<file path="config.mk">
export PLATFORM = sky130hd
export DESIGN_NAME = cpu_ctrl_fsm
export DESIGN_NICKNAME = d
export VERILOG_FILES = /design/src/rtl/cpu_ctrl_fsm.sv
export SDC_FILE = /design/constraint.sdc
export NUM_CORES = 1
export LEC_CHECK = 0
export BUFFER_PORTS_ARGS = -buffer_cell sky130_fd_sc_hd__buf_2
export CAP_MARGIN = 20
export CORE_UTILIZATION = 40
export CTS_CLUSTER_DIAMETER = 60
export DETAILED_ROUTE_END_ITERATION = 6
export HOLD_SLACK_MARGIN = 0.06
export PLACE_DENSITY = 0.71
export SLEW_MARGIN = 0
export SYNTH_ARGS = -nofsm -noshare
export SYNTH_HDL_FRONTEND = slang
export SYNTH_SLANG_ARGS = --single-unit
export TNS_END_PERCENT = 5
</file>
<file path="constraint.sdc">
create_clock -name clk -period 2 [get_ports clk]
set_input_delay 0.2 -clock clk [delete_from_list [all_inputs] [get_ports clk]]
set_output_delay 0.2 -clock clk [all_outputs]
set_load 0.01 [all_outputs]
</file>
<file path="src/rtl/cpu_ctrl_fsm.sv">
// Multicycle control unit for the ARM32 core: free-running fetch/decode/execute loop with
// condition evaluation and parametrised fetch/data-memory wait states.
module cpu_ctrl_fsm #(
    parameter int unsigned FETCH_WAIT = 1,
    parameter int unsigned MEM_WAIT   = 1,
    parameter int unsigned ALU_OP_W   = 3
) (
    input  logic                clk,
    input  logic                rst_n,
    input  logic [6:0]          opcode,
    input  logic [3:0]          cond,
    input  logic [3:0]          nzcv,
    output logic                waiting,
    output logic                halted,
    output logic                retire,
    output logic [1:0]          wb_sel,
    output logic                w_en,
    output logic                wr_lr,
    output logic                wr_base,
    output logic                sel_A,
    output logic                sel_B,
    output logic                sel_shift,
    output logic                en_A,
    output logic                en_B,
    output logic                en_C,
    output logic                en_S,
    output logic                en_status,
    output logic [ALU_OP_W-1:0] ALU_op,
    output logic                load_ir,
    output logic                load_pc,
    output logic [1:0]          sel_pc,
    output logic                load_addr,
    output logic                sel_addr,
    output logic                ram_w_en
);

    localparam logic [6:0] OpNop = 7'b0000000;
    localparam logic [6:0] OpHlt = 7'b0000001;

    localparam logic [ALU_OP_W-1:0] AluAdd = ALU_OP_W'(0);
    localparam logic [ALU_OP_W-1:0] AluSub = ALU_OP_W'(1);
    localparam logic [ALU_OP_W-1:0] AluAnd = ALU_OP_W'(2);
    localparam logic [ALU_OP_W-1:0] AluOrr = ALU_OP_W'(3);
    localparam logic [ALU_OP_W-1:0] AluXor = ALU_OP_W'(4);

    localparam logic [3:0] FetchLoad = (FETCH_WAIT == 0) ? 4'd0 : 4'(FETCH_WAIT - 1);
    localparam logic [3:0] MemLoad   = (MEM_WAIT == 0) ? 4'd0 : 4'(MEM_WAIT - 1);

    typedef enum logic [3:0] {
        S_FETCH, S_FWAIT, S_DECODE, S_COND, S_EXEC, S_ALU, S_WB,
        S_BR, S_MEM, S_MWAIT, S_LDWB, S_BASEWB, S_HALT
    } state_t;

    state_t     state_q, state_d;
    logic [3:0] cnt_q, cnt_d;
    logic [6:0] op_q, op_d;
    logic       mem_done;

    function automatic logic cond_pass(input logic [3:0] c, input logic [3:0] f);
        logic n, z, cy, v;
        {n, z, cy, v} = f;
        case (c)
            4'h0:    cond_pass = z;
            4'h1:    cond_pass = !z;
            4'h2:    cond_pass = cy;
            4'h3:    cond_pass = !cy;
            4'h4:    cond_pass = n;
            4'h5:    cond_pass = !n;
            4'h6:    cond_pass = v;
            4'h7:    cond_pass = !v;
            4'h8:    cond_pass = cy && !z;
            4'h9:    cond_pass = !cy || z;
            4'hA:    cond_pass = (n == v);
            4'hB:    cond_pass = (n != v);
            4'hC:    cond_pass = !z && (n == v);
            4'hD:    cond_pass = z || (n != v);
            4'hE:    cond_pass = 1'b1;
            default: cond_pass = 1'b0;
        endcase
    endfunction

    // NOP and undefined encodings both fall out of S_COND as a plain retire.
    function automatic logic op_known(input logic [6:0] op);
        if (op == OpHlt)                 op_known = 1'b1;
        else if (!op[6])                 op_known = (op != OpNop) && (op[2:0] <= 3'd5);
        else if (op[6:4] == 3'b100)      op_known = 1'b1;
        else                             op_known = 1'b0;
    endfunction

    always_ff @(posedge clk or negedge rst_n) begin
        if (!rst_n) begin
            state_q <= S_FETCH;
            cnt_q   <= 4'd0;
            op_q    <= 7'd0;
        end else begin
            state_q <= state_d;
            cnt_q   <= cnt_d;
            op_q    <= op_d;
        end
    end

    always_comb begin
        state_d   = state_q;
        cnt_d     = cnt_q;
        op_d      = op_q;
        mem_done  = 1'b0;
        halted    = 1'b0;
        retire    = 1'b0;
        wb_sel    = 2'd0;
        w_en      = 1'b0;
        wr_lr     = 1'b0;
        wr_base   = 1'b0;
        sel_A     = 1'b0;
        sel_B     = 1'b0;
        sel_shift = 1'b0;
        en_A      = 1'b0;
        en_B      = 1'b0;
        en_C      = 1'b0;
        en_S      = 1'b0;
        en_status = 1'b0;
        ALU_op    = AluAdd;
        load_ir   = 1'b0;
        load_pc   = 1'b0;
        sel_pc    = 2'd0;
        load_addr = 1'b0;
        sel_addr  = 1'b0;
        ram_w_en  = 1'b0;

        // Outputs stay quiet while reset is held, even though the state already reads S_FETCH.
        if (rst_n) begin
            unique case (state_q)
                S_FETCH: begin
                    load_addr = 1'b1;
                    if (FETCH_WAIT == 0) begin
                        state_d = S_DECODE;
                    end else begin
                        cnt_d   = FetchLoad;
                        state_d = S_FWAIT;
                    end
                end
                S_FWAIT: begin
                    if (cnt_q == 4'd0) state_d = S_DECODE;
                    else               cnt_d   = cnt_q - 4'd1;
                end
                S_DECODE: begin
                    load_ir = 1'b1;
                    load_pc = 1'b1;
                    state_d = S_COND;
                end
                S_COND: begin
                    op_d = opcode;
                    if (!cond_pass(cond, nzcv) || !op_known(opcode)) begin
                        retire  = 1'b1;
                        state_d = S_FETCH;
                    end else if (opcode == OpHlt) begin
                        state_d = S_HALT;
                    end else if (opcode[6:3] == 4'b1000 && !opcode[0]) begin
                        state_d = S_BR;
                    end else begin
                        state_d = S_EXEC;
                    end
                end
                S_EXEC: begin
                    if (!op_q[6]) begin
                        en_A      = !op_q[3];
                        en_B      = (|op_q[5:4]) && ((op_q[5:4] != 2'b01) || op_q[3]);
                        en_S      = (|op_q[5:4]) && ((op_q[5:4] != 2'b01) || op_q[3]);
                        sel_shift = op_q[5];
                    end else if (op_q[3]) begin
                        en_A = 1'b1;
                    end else begin
                        en_B = 1'b1;
                    end
                    state_d = S_ALU;
                end
                S_ALU: begin
                    en_C = 1'b1;
                    if (!op_q[6]) begin
                        sel_A     = op_q[3];
                        sel_B     = (op_q[5:4] != 2'b01);
                        en_status = (op_q[2:0] == 3'b010);
                        case (op_q[2:0])
                            3'b001, 3'b010: ALU_op = AluSub;
                            3'b011:         ALU_op = AluAnd;
                            3'b100:         ALU_op = AluOrr;
                            3'b101:         ALU_op = AluXor;
                            default:        ALU_op = AluAdd;
                        endcase
                        state_d = S_WB;
                    end else if (op_q[3]) begin
                        state_d = S_MEM;
                    end else begin
                        sel_A   = 1'b1;
                        state_d = S_BR;
                    end
                end
                S_WB: begin
                    w_en    = (op_q[2:0] != 3'b010);
                    retire  = 1'b1;
                    state_d = S_FETCH;
                end
                S_BR: begin
                    load_pc = 1'b1;
                    sel_pc  = op_q[0] ? 2'd2 : 2'd1;
                    w_en    = op_q[1];
                    wr_lr   = op_q[1];
                    wb_sel  = op_q[1] ? 2'd2 : 2'd0;
                    retire  = 1'b1;
                    state_d = S_FETCH;
                end
                S_MEM: begin
                    load_addr = 1'b1;
                    sel_addr  = 1'b1;
                    ram_w_en  = !op_q[0];
                    if (MEM_WAIT == 0) begin
                        mem_done = 1'b1;
                    end else begin
                        cnt_d   = MemLoad;
                        state_d = S_MWAIT;
                    end
                end
                S_MWAIT: begin
                    if (cnt_q == 4'd0) mem_done = 1'b1;
                    else               cnt_d    = cnt_q - 4'd1;
                end
                S_LDWB: begin
                    w_en   = 1'b1;
                    wb_sel = 2'd1;
                    if (op_q[1]) begin
                        state_d = S_BASEWB;
                    end else begin
                        retire  = 1'b1;
                        state_d = S_FETCH;
                    end
                end
                S_BASEWB: begin
                    w_en    = 1'b1;
                    wr_base = 1'b1;
                    retire  = 1'b1;
                    state_d = S_FETCH;
                end
                S_HALT: begin
                    halted = 1'b1;
                end
                default: state_d = S_FETCH;
            endcase

            // A bare store has no writeback, so it retires in its last memory cycle.
            if (mem_done) begin
                if (op_q[0]) begin
                    state_d = S_LDWB;
                end else if (op_q[1]) begin
                    state_d = S_BASEWB;
                end else begin
                    retire  = 1'b1;
                    state_d = S_FETCH;
                end
            end
        end

        waiting = !retire;
    end

endmodule

</file>
==> results.py, run 1 <==
metrics = {
    "critical_path": {
        "cp-start-kind": "register",
        "critPathArrivalTime_ns": 1.77,
        "worstPathMaxFanout": 3,
        "crit_path_end_kind": "output pin",
        "critPathRequiredTime_ns": 1.80,
        "critPathKind": "register to output pin",
    },
    "routing": {
        "post_drt_wl_per_cell_microns": 13.3,
        "wl_microns": 3790,
        "vias": 1576,
        "drc": 0,
        "drtPass1Iterations": 6,
        "viasPerCell": 5.53,
        "detail-route-antenna-nets": 0,
        "first_iter_violations": 27,
    },
    "status": {
        "status": "finished clean",
    },
    "global_route": {
        "grt_max_degree": 18,
        "grt_usage": 0.201,
        "grt_pass1_wl_microns": 6510,
        "gr-usage-met1": 0.253,
        "grt_pass1_vias": 1424,
        "grt_overflow": 0,
        "met3_usage": 0.0292,
        "use_met2": 0.351,
        "antenna_found_initial": 0,
        "busiest_layer": "met2",
    },
    "power_and_ir_drop": {
        "leakagePower_uw": 0.000896,
        "ir_drop_mv": 0.744,
        "cellPowerDensity_nw_per_um2": 1120,
        "power.total_uw": 2110,
    },
    "sta": {
        "skew_ns": 0.00365,
        "fmax_ghz": 0.506,
        "maxSlewViolCount": 0,
        "grt_setup_unrepaired": "true",
        "relSlewSlack": 0.731,
        "finalSetupViolCount": 0,
        "tightest_slew_ns": 0.398,
        "post-route-min-period_ns": 1.97,
        "finalHoldViolCount": 0,
        "fin_crit_sh": 0.987,
        "setup_tns_ns": 0,
    },
    "synth": {
        "ys_warn_count": 0,
        "ys_seq_area_frac": 0.253,
        "ys_seq_elements": 15,
        "synth_edf_count": 0,
        "synth_cell_types": 57,
        "postSynthNetCount": 209,
        "syn_area_sq_um": 1480,
        "synth-async-reset-ratio": 1.00,
        "synthFlopType": "dfrtp_1",
        "synthCells": 188,
        "syn_area_per_cell_sq_um": 7.89,
    },
    "die": {
        "design.die.area_sq_um": 3960,
        "row_count": 21,
        "initial_core_util": 0.431,
        "core_area_sq_um": 3440,
        "die_h_microns": 62.9,
        "ios": 43,
        "die_w_microns": 62.9,
    },
    "clock_tree": {
        "cts_tree": "done",
        "ctsHtreeMaxLevel": 1,
        "clk_latency_ns": 0.25,
        "cts.sinks": 15,
        "ctsLongestPathBuffers": 2,
        "cts_buffers": 3,
        "cts-root-buf": "clkbuf_8",
        "clk_pin_slew_worst_paths_ns": 0.07,
    },
    "final_layout": {
        "fill_cells": 347,
        "area_growth_pct": 26.7,
        "drive_gt1_frac": 0.331,
        "antenna_cells": 0,
        "regArea_sq_um": 377,
        "multi_input_area_sq_um": 1010,
        "mostFrequentLayoutCells": "buf_2 (42), nor2_1 (18), nand2_1 (17), nor3_1 (15)",
        "nets": 261,
        "final_common_cell": "buf_2",
    },
    "run": {
        "maxCapViolations": 0,
    },
    "place": {
        "dp_hpwl_microns": 2850,
        "routabilityCongestion": 0.911,
        "port_buffers": 42,
    },
    "min_path": {
        "hold_path.class": "primary input to register",
    },
}
[cells in the mapped netlist (4+ instances only)]
master / count / area share
nor3_1: 15 / 0.051
nand2b_1: 6 / 0.025
nor2_1: 18 / 0.046
inv_1: 10 / 0.025
or3_1: 4 / 0.017
nand2_1: 17 / 0.043
a21oi_1: 10 / 0.034
dfrtp_1: 15 / 0.25
buf_2: 7 / 0.024
ha_1: 4 / 0.034
mux2_1: 4 / 0.030
o21ai_0: 8 / 0.027
[where the power goes]
group,switching [uW],total (uW),internal [uW]
clock network,112,253,141
registers,174,616,442
logic,678,1240,559
[registers in the layout (all words and copies together), names as in the netlist]
| register | cells |
|---|---|
| cnt_q | 4 |
| op_q | 7 |
| state_q | 4 |
[cell type report]
type | instances | area share
Timing Repair Buffer | 59 | 0.184
Multi-Input combinational cell | 150 | 0.540
Inverter | 11 | 0.0220
Tap cell | 46 | 0.0306
Sequential cell | 15 | 0.200
Clock buffer | 4 | 0.0240
[worst paths after layout]
kind	start	endpoint	slack [ns]	cells past startpoint
max	cnt_q[0]$_DFFE_PN0P_	retire	0.03	8
min	opcode[3]	op_q[3]$_DFFE_PN0P_	0.18	2
max reg2reg	state_q[2]$_DFFE_PN0P_	state_q[1]$_DFFE_PN0P_	0.22	5
min reg2reg	op_q[5]$_DFFE_PN0P_	op_q[5]$_DFFE_PN0P_	0.53	1
max in group asynchronous	rst_n	op_q[2]$_DFFE_PN0P_	1.13	3
min in group asynchronous	rst_n	cnt_q[2]$_DFFE_PN0P_	0.42	2
[worst max-delay path: stages, from the launching register on]
cell and delay, ns:
dfrtp_1 0.35, inv_1 0.04, ha_1 0.20, nor3b_2 0.16
and3b_1 0.20, a22oi_2 0.16, nor2_1 0.08, a41o_1 0.20
buf_2 0.13
[logic make-up after synthesis]
kind of cell,synth area share
buf+inv,0.0742
xor+xnor,0.0295
fa+ha+maj,0.0337
mux,0.0734
compound gates,0.212
flops,0.253
simple gates,0.324
[metrics by stage]
step	utilization	cell area [sq um]	hold WS [ns]	worst slack, ns	instances
floorplan	-	1480	-0.0956	0.233	188
global placement	0.515	1770	0.0528	0.0426	276
detailed placement	0.515	1770	0.0542	0.0333	276
CTS	0.545	1870	0.186	0.0156	285
global route	0.546	1880	0.185	-0.0891	285
finish	0.546	1880	0.185	0.0250	285
[per-layer routing]
layer	vias to the layer above	routed length (microns)
met4	0	50
met2	47	1870
met1	733	1710
met3	8	159
li1	788	-
met5	-	0
[what timing repair did]
action	CTS	global route
hold endpoints to repair	15	0
pin swaps	1	0
setup buffers	2	0
gates cloned	0	0
endpoints found under the setup margin	2	8
resized for setup	3	2
hold buffers	3	0
Power figures use the tool's default switching activity.
==> inputs of run 2 (changes only) <==
--- a/config.mk
+++ b/config.mk
@@ -5,13 +5,15 @@
 export SDC_FILE = /design/constraint.sdc
 export NUM_CORES = 1
 export LEC_CHECK = 0
+export ABC_AREA = 1
 export BUFFER_PORTS_ARGS = -buffer_cell sky130_fd_sc_hd__buf_2
 export CAP_MARGIN = 20
 export CORE_UTILIZATION = 40
 export CTS_CLUSTER_DIAMETER = 60
 export DETAILED_ROUTE_END_ITERATION = 6
 export HOLD_SLACK_MARGIN = 0.06
-export PLACE_DENSITY = 0.71
+export MAX_ROUTING_LAYER = met4
+export PLACE_DENSITY = 0.72
 export SLEW_MARGIN = 0
 export SYNTH_ARGS = -nofsm -noshare
 export SYNTH_HDL_FRONTEND = slang
==> run 2 against run 1 <==
  * Register-to-register slack better by 0.12 ns
  * Critical endpoint unchanged
  * Setup slack better by 0.054 ns
  * Highest routed layer unchanged
  * Global-route usage is 0.62 points higher
  * Largest cell class unchanged
  * Via count is 3.5% higher
==> results.py, run 2 <==
metrics = {
    "status": {
        "status": "finished clean",
    },
    "final_layout": {
        "regMostFlops": "op_q",
        "top_regs": "op_q (7), cnt_q (4), state_q (4)",
        "nets": 301,
        "antenna_cells": 0,
        "area_growth_pct": 23.4,
        "drive_gt1_frac": 0.222,
        "fin_util": 0.517,
        "largest_reg_flops": 7,
        "fill_cells": 354,
        "final_common_cell": "nand2_1",
        "mostFrequentLayoutCells": "nand2_1 (55), buf_2 (42), nor2_1 (41), inv_1 (37), nand3_1 (19)",
    },
    "sta": {
        "post-route-min-period_ns": 1.92,
        "fin_ws_ns": 0.0786,
        "maxSlewViolCount": 0,
        "finalHoldViolCount": 0,
        "whs_ns": 0.181,
        "skew_ns": 0.0123,
        "grt_setup_unrepaired": "true",
        "relSlewSlack": 0.647,
        "finalSetupViolCount": 0,
        "setup_tns_ns": 0,
        "fmax_ghz": 0.520,
        "fin_crit_sh": 0.961,
        "tightest_slew_ns": 0.528,
    },
    "place": {
        "port_buffers": 42,
        "dp_hpwl_microns": 2790,
        "routabilityCongestion": 0.888,
        "place_ws_ns": 0.345,
    },
    "global_route": {
        "grt_pass1_vias": 1342,
        "grt_overflow": 0,
        "grt_pass1_wl_microns": 5600,
        "grt_usage": 0.207,
        "antenna_found_initial": 0,
        "grt_max_degree": 14,
    },
    "run": {
        "maxCapViolations": 0,
    },
    "clock_tree": {
        "postCtsSetupRepairBufs": 0,
        "cts-root-buf": "clkbuf_4",
        "cts_tree": "done",
        "clk_latency_ns": 0.29,
        "cts_buffers": 3,
        "clk_pin_slew_worst_paths_ns": 0.10,
        "cts.sinks": 15,
        "ctsLongestPathBuffers": 2,
        "ctsHtreeMaxLevel": 1,
    },
    "die": {
        "die_h_microns": 61.1,
        "die_w_microns": 61.1,
        "design.die.area_sq_um": 3730,
        "ios": 43,
        "initial_core_util": 0.419,
        "row_count": 21,
        "core_area_sq_um": 3340,
    },
    "synth": {
        "synth_top_area_frac": 0.269,
        "synthSimpleGateAreaFrac": 0.446,
        "synthCells": 233,
        "synth_fa_ha_area_frac": 0.0358,
        "ys_warn_count": 0,
        "synth_area_leaders": "dfrtp_1 (27%), nand2_1 (15%), nor2_1 (12%)",
        "postSynthNetCount": 254,
        "synth_compound_area_frac": 0.115,
        "syn_area_per_cell_sq_um": 6.00,
        "synthXorXnorAreaFrac": 0.0125,
        "synth_cell_types": 28,
        "synth_top_family_by_area": "simple AND/OR/NAND/NOR gates",
        "ys_seq_area_frac": 0.269,
        "syn_area_sq_um": 1400,
        "ys_seq_elements": 15,
        "synth_mux_area_frac": 0.00806,
        "synth_most_common_cell": "nand2_1",
        "synthFlopType": "dfrtp_1",
        "synth_common_cells": "nand2_1 (56), nor2_1 (43), inv_1 (37)",
        "synth-async-reset-ratio": 1.00,
        "yosysTopAreaCell": "dfrtp_1",
        "synth_edf_count": 0,
    },
    "routing": {
        "vias": 1631,
        "drtPass1Iterations": 4,
        "viasPerCell": 5.02,
        "wl_microns": 3540,
        "post_drt_wl_per_cell_microns": 10.9,
        "detail-route-antenna-nets": 0,
        "first_iter_violations": 108,
        "drc": 0,
    },
    "critical_path": {
        "critPathArrivalTime_ns": 1.72,
        "cp_slowest_cell": "dfrtp_1",
        "cp-start-kind": "register",
        "crit_top_cell": "inv_1",
        "critPathRequiredTime_ns": 1.80,
        "cpPeakStageDelay_ns": 0.39,
        "ff2ff_path_depth": 8,
        "crit_chain": "inv_1 > ha_1 > nand2_1 > or3_4 > nor2_2 > o21ai_2 > inv_1 > buf_2",
        "crit_path_end_kind": "output pin",
        "worstPathMaxFanout": 3,
        "critPathKind": "register to output pin",
    },
    "power_and_ir_drop": {
        "leakagePower_uw": 0.000964,
        "cellPowerDensity_nw_per_um2": 1070,
        "ir_drop_mv": 0.379,
    },
    "min_path": {
        "hold_path.class": "primary input to register",
        "hold_path_depth": 2,
    },
}
run 2: timing repair:
action | in CTS | in global routing
setup endpoints to repair | 0 | 7
resized for setup | 0 | 6
hold buffers | 2 | 0
endpoints found under the hold margin | 15 | 0
run 2: cells by family after synthesis:
group                    Yosys count
AND/OR/NAND/NOR                  141
buffers and inverters             42
AO/OA/AOI/OAI                     28
flip-flops                        15
adder cells (fa/ha/maj)            4
XOR/XNOR                           2
multiplexers                       1
run 2: layer usage:
| metal | share of wire | global-route usage |
|---|---|---|
| met1 | 0.50 | 0.277 |
| met2 | 0.44 | 0.314 |
| met3 | 0.047 | 0.0210 |
| met4 | 0.017 | 0.0942 |
| met5 | 0 | - |
run 2: power breakdown:
group | switching [uW] | total [uW] | internal [uW]
Clock | 101 | 178 | 77.6
Sequential | 170 | 613 | 443
Combinational | 678 | 1050 | 377
run 2: worst max-delay path, delay by kind of cell (launching register included):
| kind | cells | cell delay (ns) |
|---|---|---|
| simple gates | 3 | 0.53 |
| flops | 1 | 0.39 |
| buf+inv | 3 | 0.25 |
| fa+ha+maj | 1 | 0.17 |
| compound gates | 1 | 0.07 |
run 2: through the flow:
step | cells | total power (uW) | area [sq um]
finish | 325 | 1850 | 1720
global route | 325 | 2050 | 1720
CTS | 325 | 1830 | 1710
detailed placement | 319 | 1640 | 1660
global placement | 319 | 1630 | 1660
floorplan | 233 | 1360 | 1400
run 2: layout make-up:
cell class	instances	area, sq um	share of cell area
repair buffers	45	238	0.138
inverters	39	146	0.0849
flip-flops and latches	15	377	0.218
clock buffers	4	26.3	0.0152
multi-input cells	176	880	0.510
well taps	46	57.6	0.0334
run 2: worst paths after layout:
path	slack [ns]	endpoint	start
max reg2reg	0.34	state_q[3]$_DFFE_PN0P_	state_q[1]$_DFFE_PN0P_
max	0.08	retire	cnt_q[0]$_DFFE_PN0P_
min in group asynchronous	0.27	state_q[0]$_DFFE_PN0P_	rst_n
min	0.18	op_q[4]$_DFFE_PN0P_	opcode[4]
max in group asynchronous	0.36	state_q[2]$_DFFE_PN0P_	rst_n
min reg2reg	0.56	op_q[4]$_DFFE_PN0P_	op_q[4]$_DFFE_PN0P_
